`src/rtl/controle_ld_sd.sv`:
```
// Load/store sequencer: fetches an instruction, decodes LD/SD into datapath controls, and strobes one EXEC cycle.
// Optional feature: define CONTROLE_INSTR_COUNTER_EN to build the saturating executed-instruction counter.
module controle_ld_sd #(
  parameter int              BITS     = 63,
  parameter logic [BITS:0]   PC_RESET = '0
) (
  input  logic              clk,
  input  logic              reset,
  input  logic              start,
  input  logic [31:0]       instr,
  output logic [BITS:0]     pc,
  output logic              enable,
  output logic              load_store,
  output logic [4:0]        ra,
  output logic [4:0]        rb,
  output logic [4:0]        rw,
  output logic [BITS:0]     dataIn,
  output logic              busy,
  output logic              done,
  output logic              illegal,
  output logic [15:0]       instr_count
);

  typedef enum logic [2:0] {IDLE, FETCH, DECODE, EXEC, HALT, ERROR} state_t;

  localparam logic [6:0] OP_LOAD  = 7'b0000011;
  localparam logic [6:0] OP_STORE = 7'b0100011;
  localparam logic [2:0] F3_DWORD = 3'b011;

  state_t      state;
  logic [31:0] ir;

  logic          is_ld;
  logic          is_sd;
  logic [BITS:0] imm_ld;
  logic [BITS:0] imm_sd;

  always_comb begin
    is_ld  = (ir[6:0] == OP_LOAD)  && (ir[14:12] == F3_DWORD);
    is_sd  = (ir[6:0] == OP_STORE) && (ir[14:12] == F3_DWORD);
    imm_ld = {{(BITS - 11){ir[31]}}, ir[31:20]};
    imm_sd = {{(BITS - 11){ir[31]}}, ir[31:25], ir[11:7]};
  end

  // NOTE: sequential state uses non-blocking assignments so every register samples pre-edge values.
  always_ff @(posedge clk) begin
    if (reset) begin
      state      <= IDLE;
      pc         <= PC_RESET;
      ir         <= '0;
      ra         <= '0;
      rb         <= '0;
      rw         <= '0;
      dataIn     <= '0;
      load_store <= 1'b0;
      enable     <= 1'b0;
      busy       <= 1'b0;
      done       <= 1'b0;
      illegal    <= 1'b0;
    end else begin
      case (state)
        IDLE: begin
          if (start) begin
            state <= FETCH;
            busy  <= 1'b1;
          end
        end
        FETCH: begin
          ir    <= instr;
          state <= DECODE;
        end
        DECODE: begin
          if (ir == 32'h0000_0000) begin
            state <= HALT;
            busy  <= 1'b0;
            done  <= 1'b1;
          end else if (is_ld || is_sd) begin
            // Controls are captured here so they stay stable for the whole EXEC cycle.
            rb         <= ir[19:15];
            ra         <= ir[24:20];
            rw         <= is_ld ? ir[11:7] : 5'd0;
            dataIn     <= is_ld ? imm_ld : imm_sd;
            load_store <= is_ld;
            enable     <= 1'b1;
            state      <= EXEC;
          end else begin
            state   <= ERROR;
            busy    <= 1'b0;
            illegal <= 1'b1;
          end
        end
        EXEC: begin
          enable <= 1'b0;
          pc     <= pc + (BITS + 1)'(4);
          state  <= FETCH;
        end
        HALT: begin
          if (start) begin
            pc    <= PC_RESET;
            done  <= 1'b0;
            busy  <= 1'b1;
            state <= FETCH;
          end
        end
        ERROR: state <= ERROR;
        default: state <= IDLE;
      endcase
    end
  end

`ifdef CONTROLE_INSTR_COUNTER_EN
  logic [15:0] count_q;

  always_ff @(posedge clk) begin
    if (reset)
      count_q <= '0;
    else if ((state == EXEC) && (count_q != 16'hFFFF))
      count_q <= count_q + 16'd1;
  end

  assign instr_count = count_q;
`else
  assign instr_count = 16'h0000;
`endif

endmodule

```
`config.mk`:
```
export PLATFORM = sky130hd
export DESIGN_NAME = controle_ld_sd
export DESIGN_NICKNAME = d
export VERILOG_FILES = /design/src/rtl/controle_ld_sd.sv
export SDC_FILE = /design/constraint.sdc
export NUM_CORES = 1
export LEC_CHECK = 0
export BUFFER_PORTS_ARGS = -buffer_cell sky130_fd_sc_hd__clkbuf_2
export CELL_PAD_IN_SITES_DETAIL_PLACEMENT = 0
export CELL_PAD_IN_SITES_GLOBAL_PLACEMENT = 1
export CORE_ASPECT_RATIO = 0.7
export CORE_MARGIN = 2
export CORE_UTILIZATION = 36
export DETAILED_ROUTE_END_ITERATION = 8
export PLACE_DENSITY = 0.88
export SYNTH_ARGS = -nofsm -noshare
export SYNTH_HDL_FRONTEND = slang
export SYNTH_SLANG_ARGS = --single-unit
```
`constraint.sdc`:
```
create_clock -name clk -period 3.55 [get_ports clk]
set_clock_uncertainty 0.2 [all_clocks]
set_input_delay 0.71 -clock clk [delete_from_list [all_inputs] [get_ports clk]]
set_output_delay 0.71 -clock clk [all_outputs]
set_load 0.1 [all_outputs]
```
==> impl_metrics.yaml, run 1 <==
status:
  status: "finished, final reports clean"
clocking:
  cts.sinks: 129
  cts.root.buffer_cell: "clkbuf_16"
  cts_resized: 0
  cts_buffer_depth: 2
  post-cts-setup-buffer-count: 0
  cts_tree: "done"
  clkSlewWorstSetupHoldPaths_ns: 0.06
  clk_latency_ns: 0.41
  h-tree-depth: 4
  holdBufCountCts: 0
  cts_buffers: 17
floorplan:
  rows: 39
  initial_core_util_pct: 37.01
  dieArea_um2: 17980
  ioPinCount: 199
  die_h_um: 112.8
  die_w_um: 159.4
  core_um2: 16440
global_routing:
  grt_pass1_vias: 4725
  grt_pass1_wl_um: 25750
  grt_usage_pct: 17.81
  grt_max_degree: 70
  grt-ovfl-total: 0
  antenna_found_initial: 0
routing:
  ant_nets: 0
  vias: 5608
  drt_iter0_markers: 420
  vias_per_cell: 5.048
  post-route-drc-count: 0
  wl_per_cell_um: 14.49
  routed_wl_um: 16100
  drt_pass1_iterations: 8
timing:
  setup_viol: 0
  rsz0062_at_grt: "no"
  post-route-period-util_pct: 81.20
  report.final.slew_viol_count: 0
  slew_headroom_pct: 52.30
  hold_viol_final: 0
  period_needed_ns: 2.882
  worst_pin_slew_ns: 0.7156
  tns_ns: 0
  fmax_mhz: 346.9
power:
  ir_worst_vdd_v: 0.0002848
  switching_share_pct: 27.36
  p_int_uw: 2611
  p_comb_share_pct: 8.4
  p_leak_uw: 0.002885
  pwr-share-clk_pct: 49.2
  seq_power_share_pct: 42.4
  power_density_nw_per_um2: 491.9
  p_switching_uw: 983.4
placed_design:
  place_hpwl_um: 11460
  numPlacedInstances: 1079
  port_buffers: 180
  globalplace.congestion: 0.8012
synthesis:
  synth_ff_type: "dfxtp_1"
  syn_area_um2: 6086
  seq_area_frac_synth_pct: 42.43
  synthCells: 755
  syn_area_per_cell_um2: 8.061
  synth-edff-count: 0
  yosys_register_bits: 129
  synthArstFlopShare_pct: 0
  yosysUniqueCellTypes: 52
  ys_warn_count: 0
critical_path:
  end_kind: "flop"
  crit_buf_inv: 0
  path_common_cell: "nand4_1"
  crit_family: "simple AND/OR/NAND/NOR gates"
  path_class: "flop to flop"
  cp_slowest_cell: "nor3_1"
  worstPathCellList: "nand4_1 -> nor3_1 -> nand4_1 -> or4b_1 -> a21oi_1"
  cp_max_fo: 8
  cp.arrival_ns: 3.02
  cp.required_ns: 3.69
  cpPeakStageDelay_ns: 0.68
  critPathLaunchType: "flop"
run:
  cap_viol_max_count: 0
min_path:
  hold_path_class: "flop to flop"
layout:
  area_delta_synth_final_pct: 20.09
  nets: 909
  layout.cells.non_filler: 1111
  diodes: 0
  drive_above_1_share_pct: 27.09
  finish.utilization_pct: 44.44
  n_fill_cell: 1680
## cell families after synthesis
family	count (synthesis)	share of synthesized area [%]
simple gates	338	27.78
compound gates	138	12.60
flops	129	42.43
buf+inv	113	11.74
xor+xnor	29	4.174
mux	6	1.007
fa+ha+maj	1	0.2056
other cells	1	0.06162
## cell usage in the layout (no fill, tap or decap), types with 3 or more instances in the layout
| cell | n |
|---|---|
| o31ai_1 | 8 |
| nand3_1 | 27 |
| or4_1 | 11 |
| a21oi_1 | 91 |
| a211oi_1 | 6 |
| inv_1 | 7 |
| nand4_1 | 25 |
| nor2b_1 | 5 |
| buf_4 | 8 |
| nor2_1 | 64 |
| nor3b_1 | 5 |
| clkbuf_16 | 17 |
| conb_1 | 18 |
| inv_6 | 8 |
| nor4_1 | 13 |
| or2_2 | 3 |
| and3_1 | 3 |
| or3_1 | 20 |
| mux2i_1 | 5 |
| xnor2_1 | 9 |
| dfxtp_1 | 129 |
| nor3_1 | 8 |
| xor2_1 | 20 |
| nand2b_1 | 3 |
| clkbuf_2 | 180 |
| nand2_1 | 131 |
| o21ai_0 | 21 |
## cell usage after synthesis, types with 6 or more instances
library cell | count | share of area (%)
nor4_1 | 13 | 1.3
o31ai_1 | 8 | 0.99
or3_1 | 20 | 2.1
nand2_1 | 131 | 8.1
inv_1 | 7 | 0.43
nor2b_1 | 6 | 0.62
nor2_1 | 64 | 3.9
a21oi_1 | 91 | 7.5
nand3_1 | 27 | 2.2
dfxtp_1 | 129 | 42
buf_4 | 71 | 8.8
clkbuf_1 | 29 | 1.8
xor2_1 | 20 | 2.9
xnor2_1 | 9 | 1.3
nand4_1 | 25 | 2.6
or4_1 | 11 | 1.4
nor3_1 | 8 | 0.66
a211oi_1 | 6 | 0.74
o21ai_0 | 21 | 1.7
## metrics by stage
| stage | setup WS, ns | instance area (um^2) | hold slack, ns | power (uW) |
|---|---|---|---|---|
| 2_1_floorplan | 0.3450 | 6150 | 0.2308 | 1802 |
| 3_3_place_gp | 0.5878 | 6715 | 0.2422 | 1856 |
| 3_5_place_dp | 0.5095 | 6715 | 0.2475 | 1858 |
| 4_1_cts | 0.7756 | 7308 | 0.2577 | 3636 |
| 5_1_grt | 0.4998 | 7308 | 0.2771 | 3728 |
| 6_report | 0.6676 | 7308 | 0.2542 | 3595 |
## final cells by class
| type | count | area, um^2 | area share, % |
|---|---|---|---|
| Clock inverter | 15 | 167.7 | 2.294 |
| Timing Repair Buffer | 188 | 960.9 | 13.15 |
| Sequential cell | 129 | 2582 | 35.34 |
| Multi-Input combinational cell | 530 | 2864 | 39.19 |
| Clock buffer | 17 | 425.4 | 5.821 |
| Inverter | 7 | 26.28 | 0.3595 |
| Tap cell | 225 | 281.5 | 3.852 |
## flip-flops by register name, indices dropped and copies added, names as in the netlist
register / flops
state: 3
rb: 5
pc: 62
dataIn: 12
load_store: 1
done: 1
rw: 5
ra: 5
ir: 32
enable: 1
illegal: 1
busy: 1
## power by group through the flow
stage                     Combinational [uW]  Clock (uW)  Sequential, uW
after floorplan                          242           0            1560
after global placement                   300           0            1560
after detailed placement                 302           0            1560
after CTS                                303        1810            1520
after global routing                     330        1870            1530
final                                    302        1770            1530
## final timing paths
path	slack, ns	cells past startpoint	startpoint	end
worst max-delay path	0.67	5	pc[8]	pc[60]
worst min-delay path	0.25	2	dataIn[11]	dataIn[11]
worst max register to register	0.67	5	pc[8]	pc[60]
worst min register to register	0.25	2	dataIn[11]	dataIn[11]
## metal layers
metal | vias up | track usage (%) | wire length, um
li1 | 2780 | - | -
met1 | 2618 | 26.50 | 8224
met2 | 194 | 25.48 | 6573
met3 | 16 | 4.252 | 1134
met4 | 0 | 5.030 | 165
met5 | - | 0 | 0
## tightest hold or removal path: stages (launching register included)
cell     delay [ns]
dfxtp_1        0.31
nand2_1        0.05
a21oi_1        0.05
(Power assumes the default switching activity.)
==> run 2: changes to the inputs <==
--- a/config.mk
+++ b/config.mk
@@ -5,14 +5,15 @@
 export SDC_FILE = /design/constraint.sdc
 export NUM_CORES = 1
 export LEC_CHECK = 0
+export ABC_AREA = 1
 export BUFFER_PORTS_ARGS = -buffer_cell sky130_fd_sc_hd__clkbuf_2
 export CELL_PAD_IN_SITES_DETAIL_PLACEMENT = 0
 export CELL_PAD_IN_SITES_GLOBAL_PLACEMENT = 1
 export CORE_ASPECT_RATIO = 0.7
 export CORE_MARGIN = 2
-export CORE_UTILIZATION = 36
+export CORE_UTILIZATION = 33
 export DETAILED_ROUTE_END_ITERATION = 8
-export PLACE_DENSITY = 0.88
+export PLACE_DENSITY = 0.86
 export SYNTH_ARGS = -nofsm -noshare
 export SYNTH_HDL_FRONTEND = slang
 export SYNTH_SLANG_ARGS = --single-unit
==> constraint.sdc (replaced) <==
create_clock -name clk -period 2.6 [get_ports clk]
set_clock_uncertainty 0.2 [all_clocks]
set_input_delay 0.52 -clock clk [delete_from_list [all_inputs] [get_ports clk]]
set_output_delay 0.52 -clock clk [all_outputs]
set_load 0.1 [all_outputs]
==> run 2 against run 1 <==
Compared with the run above: clock power increased by 39%; synthesized area grew 11%; register-to-register slack worse by 0.23 ns; largest power group unchanged; final area rose by 11%; hold slack lost 0.067 ns; non-clock buffer count rose by 5; flip-flop and latch count unchanged; die area is 21% higher; highest routed layer unchanged; synthesized cell count is 32% higher; combinational power up 83%; critical path depth is 3 lower; first-iteration DRC count grew 33%.
==> impl_metrics.yaml, run 2 <==
placed_design:
  port_buffers: 180
  numPlacedInstances: 1380
  post-place-ws_ns: 0.4008
  place_hpwl_um: 15860
  placement.cell_area_um2: 7516
  globalplace.congestion: 0.9551
synthesis:
  syn_area_per_cell_um2: 6.775
  synth_commonest_cells: "173 x nor2_1, 172 x nand2_1, 129 x dfxtp_1"
  synth.largest_area_cell: "dfxtp_1"
  synthCells: 998
  synth.most_common_cell: "nor2_1"
  ys_warn_count: 0
  yosys_register_bits: 129
  seq_area_frac_synth_pct: 38.19
  syn_area_um2: 6761
  synth_top_cell_area_share_pct: 38.19
  synth-edff-count: 0
  synthArstFlopShare_pct: 0
  yosysUniqueCellTypes: 32
  synth_ff_type: "dfxtp_1"
  synth_area_leaders: "dfxtp_1 38%, nor2_1 9.6%, nand2_1 9.5%"
critical_path:
  crit_buf_inv: 2
  cp_slowest_cell: "clkbuf_2"
  cp.required_ns: 1.88
  worstPathCellList: "buf_4 -> clkbuf_2"
  path_class: "flop to primary output"
  cp.arrival_ns: 1.63
  critPathLaunchType: "flop"
  end_kind: "primary output"
  cpPeakStageDelay_ns: 0.53
  reg2reg_setup_slack_ns: 0.44
  crit_family: "buffers and inverters"
  cp_max_fo: 53
global_routing:
  grt_usage_pct: 18.74
  grt_pass1_wl_um: 30960
  grtUsageMet3_pct: 4.304
  grt.busiest_layer: "met1"
  met2_usage_pct: 25.79
  grt_pass1_vias: 5617
  antenna_found_initial: 0
  grt_max_degree: 67
  grtUsageMet1_pct: 29.14
  grt-ovfl-total: 0
routing:
  vias: 6681
  wl_per_cell_um: 14.53
  drt_iter0_markers: 559
  vias_per_cell: 4.735
  drt_pass1_iterations: 5
  ant_nets: 0
  routed_wl_um: 20500
  post-route-drc-count: 0
timing:
  tns_ns: 0
  worst_pin_slew_ns: 0.5894
  rsz0062_at_grt: "no"
  slew_headroom_pct: 60.70
  setup_viol: 0
  post-route-period-util_pct: 90.22
  report.final.slew_viol_count: 0
  hold_viol_final: 0
  period_needed_ns: 2.346
  fmax_mhz: 426.3
  fin_ws_ns: 0.2543
power:
  ir_worst_vdd_v: 0.0004686
  power_density_nw_per_um2: 631.3
  p_leak_uw: 0.003450
clocking:
  clkSlewWorstSetupHoldPaths_ns: 0.06
  h-tree-depth: 4
  cts.sinks: 129
  cts.root.buffer_cell: "clkbuf_16"
  cts_buffer_depth: 2
  cts_buffers: 17
  post-cts-setup-buffer-count: 0
  cts_tree: "done"
  holdBufCountCts: 0
  cts_resized: 0
  clk_latency_ns: 0.42
floorplan:
  die_h_um: 123.8
  initial_core_util_pct: 33.87
  die_w_um: 175.1
  rows: 43
  dieArea_um2: 21670
  ioPinCount: 199
  core_um2: 19960
layout:
  layout.cells.non_filler: 1411
  nets: 1165
  top_register: "pc"
  reg_top3: "pc x62, ir x32, dataIn x12"
  diodes: 0
  largest_reg_flops: 62
  final_area_um2: 8118
  drive_above_1_share_pct: 22.52
  layout_commonest_cell: "clkbuf_2"
  layout_common_cells: "180 x clkbuf_2, 173 x nor2_1, 172 x nand2_1"
  area_delta_synth_final_pct: 20.06
run:
  cap_viol_max_count: 0
status:
  status: "finished, final reports clean"
min_path:
  hold_path_class: "input port to flop"
[run 2: cell types whose count changed after synthesis, moves of 11 or more]
cell,delta
inv_1,+118
nor2_1,+109
o21ai_0,+44
nand2_1,+41
nand3_1,+34
or3_1,-20
xor2_1,-19
a211oi_1,+16
clkbuf_1,-13
nand4_1,-13
nor4_1,-13
or4_1,-11
[run 2: cells by family (layout without fill, tap and decap cells)]
family / count (synthesis) / in the layout / synth area share [%]
other: 1 / 18 / 0.05546
buffers and inverters: 224 / 350 / 16.82
AND/OR/NAND/NOR: 468 / 468 / 30.90
XOR/XNOR: 1 / 1 / 0.1296
adder cells (fa/ha/maj): 1 / 1 / 0.1850
flip-flops: 129 / 129 / 38.19
AO/OA/AOI/OAI: 174 / 174 / 13.71
[run 2: final timing paths]
check / startpoint / to / cells past startpoint
max: dataIn[11] / dataIn[58] / 2
min: instr[1] / ir[1] / 3
max reg2reg: pc[3] / pc[50] / 10
min reg2reg: ir[3] / ir[3] / 2
[run 2: worst reg2reg max path, stage by stage (launching register included)]
cell	delay, ns
dfxtp_1	0.40
ha_1	0.22
inv_1	0.05
nor2_1	0.10
nand2_1	0.15
nor2_1	0.30
nand3_4	0.19
nor2_2	0.24
nand3_1	0.10
nand2_1	0.07
nor2_1	0.04
[run 2: final cells by class]
type	instances	area, um^2
Sequential cell	129	2584
Tap cell	270	337.8
Clock inverter	13	162.7
Multi-Input combinational cell	662	3110
Clock buffer	18	439.2
Timing Repair Buffer	193	1011
Inverter	126	473.0
Fill cell	2102	11840
[run 2: power by group]
part           internal, uW  leakage [uW]  switching (uW)
Sequential             2060       0.00105            50.1
Clock                  1530      0.000276             931
Combinational           129       0.00213             424
Total                  3720       0.00345            1400
[run 2: per-stage QoR]
stage                     total power (uW)  util, %  hold slack [ns]
final                                 5125    40.67           0.1870
after global routing                  5317    40.67           0.1835
after CTS                             5161    40.67           0.1724
after detailed placement              2707    37.65           0.2355
after global placement                2702    37.65           0.2346
after floorplan                       2600        -           0.2237
[run 2: metal layers]
metal,routed length [um],up-vias
met4,119,0
met5,0,-
met1,10760,3033
met2,8169,264
li1,-,3375
met3,1444,9
==> run 3: changes to the inputs <==
==> constraint.sdc (replaced) <==
create_clock -name clk -period 2.6 [get_ports clk]
set_clock_uncertainty 0.2 [all_clocks]
set_input_delay 0.39 -clock clk [delete_from_list [all_inputs] [get_ports clk]]
set_output_delay 0.39 -clock clk [all_outputs]
set_load 0.1 [all_outputs]
==> run 3 against run 2 <==
Compared with the run above: global-route usage increased by 0.21 points; hold slack lost 0.14 ns; critical path depth fell by 1; maximum frequency down 2.3%; clock power hardly changed; wire length shrank 0.18%; setup slack got worse by 0.055 ns; largest cell class unchanged; sequential power about the same; total power barely moved; via count down 1.7%; cell count is the same; flip-flop and latch count stayed put; critical endpoint is now dataIn[51].
==> impl_metrics.yaml, run 3 (synthesis gave the netlist of run 2 again) <==
timing:
  hold_viol_final: 0
  report.final.slew_viol_count: 0
  post-route-period-util_pct: 92.33
  setup_viol: 0
  tns_ns: 0
  worst_pin_slew_ns: 0.7277
  slew_headroom_pct: 51.49
  fmax_mhz: 416.6
  period_needed_ns: 2.401
  rsz0062_at_grt: "no"
critical_path:
  path_depth: 1
  path_class: "flop to primary output"
  crit_family: "flip-flops"
  crit_buf_inv: 1
  cp_max_fo: 54
  end_kind: "primary output"
  cp.arrival_ns: 1.81
  rr_worst_depth: 9
  worstPathCellList: "clkbuf_2"
  cp.required_ns: 2.01
  cpPeakStageDelay_ns: 0.80
  critPathLaunchType: "flop"
  cp_slowest_cell: "dfxtp_2"
clocking:
  cts_buffer_depth: 2
  cts_tree: "done"
  cts_buffers: 17
  clk_latency_ns: 0.42
  holdBufCountCts: 0
  clkSlewWorstSetupHoldPaths_ns: 0.06
  post-cts-setup-buffer-count: 0
  cts_resized: 0
  cts.sinks: 129
  cts.root.buffer_cell: "clkbuf_16"
  h-tree-depth: 4
global_routing:
  grt_pass1_vias: 5525
  grt_max_degree: 67
  grtUsageMet3_pct: 4.945
  grt-ovfl-total: 0
  grt.busiest_layer: "met1"
  grtUsageMet1_pct: 28.83
  grt_usage_pct: 18.96
  antenna_found_initial: 0
  met2_usage_pct: 25.69
  grt_pass1_wl_um: 31230
layout:
  finish.utilization_pct: 40.66
  reg_top3: "pc x62, ir x32, dataIn x12"
  n_fill_cell: 2110
  layout_common_cells: "180 x clkbuf_2, 173 x nor2_1, 172 x nand2_1"
  area_delta_synth_final_pct: 20.04
  drive_above_1_share_pct: 22.52
  nets: 1164
  top_register: "pc"
  diodes: 0
  largest_reg_flops: 62
  layout_commonest_cell: "clkbuf_2"
routing:
  ant_nets: 0
  wl_per_cell_um: 14.50
  routed_wl_um: 20460
  post-route-drc-count: 0
  drt_iter0_markers: 599
  vias: 6566
  drt_pass1_iterations: 5
  vias_per_cell: 4.653
power:
  ir_worst_vdd_v: 0.0003973
  power_density_nw_per_um2: 631.6
  p_leak_uw: 0.003454
  total_power_uw: 5127
floorplan:
  ioPinCount: 199
  core_um2: 19960
  rows: 43
  initial_core_util_pct: 33.87
  die_h_um: 123.8
  dieArea_um2: 21670
  die_w_um: 175.1
placed_design:
  globalplace.congestion: 0.9756
  port_buffers: 180
  place_hpwl_um: 15800
min_path:
  holdPathStages: 3
  hold_path_class: "input port to flop"
status:
  status: "finished, final reports clean"
run:
  cap_viol_max_count: 0
[run 3: cell types whose count changed in the layout (fill, tap and decap cells not counted), sizes merged]
cell and change:
buf -1, clkbuf -1, clkinv +2, clkinvlp -2
inv +2
[run 3: metal layers]
metal,wire length (um),up-vias
li1,-,3377
met1,10630,2953
met2,8110,222
met3,1523,14
met4,200,0
met5,0,-
[run 3: power breakdown]
group          internal [uW]  total [uW]  leakage, uW  switching (uW)
sequential              2060        2120      0.00105            50.9
combinational            129         554      0.00212             425
clock                   1510        2460     0.000286             943
[run 3: area by class of cell]
type | instances | area (um^2) | area share, %
inverter | 126 | 473.0 | 5.827
multi-input combinational | 662 | 3110 | 38.32
clock buffer | 17 | 425.4 | 5.241
tap | 270 | 337.8 | 4.162
sequential | 129 | 2584 | 31.83
clock inverter | 15 | 182.7 | 2.251
timing repair buffer | 192 | 1003 | 12.36
[run 3: final timing paths]
path / from / end / slack (ns)
worst min-delay path: instr[25] / ir[25] / 0.04
worst min register to register: done / done / 0.25
worst max-delay path: dataIn[11] / dataIn[51] / 0.20
worst max register to register: state[0] / pc[47] / 0.48
[run 3: through the flow]
| stage | cell area (um^2) | worst slack (ns) | std cells | hold slack, ns |
|---|---|---|---|---|
| 3_3_place_gp | 7508 | 0.5022 | 1379 | 0.2365 |
| 5_1_grt | 8117 | 0.06246 | 1411 | 0.06894 |
| 3_5_place_dp | 7508 | 0.4837 | 1379 | 0.2461 |
| 2_1_floorplan | 6827 | 0.05484 | 1015 | 0.2237 |
| 6_report | 8117 | 0.1994 | 1411 | 0.04485 |
| 4_1_cts | 8117 | 0.1493 | 1411 | 0.02514 |
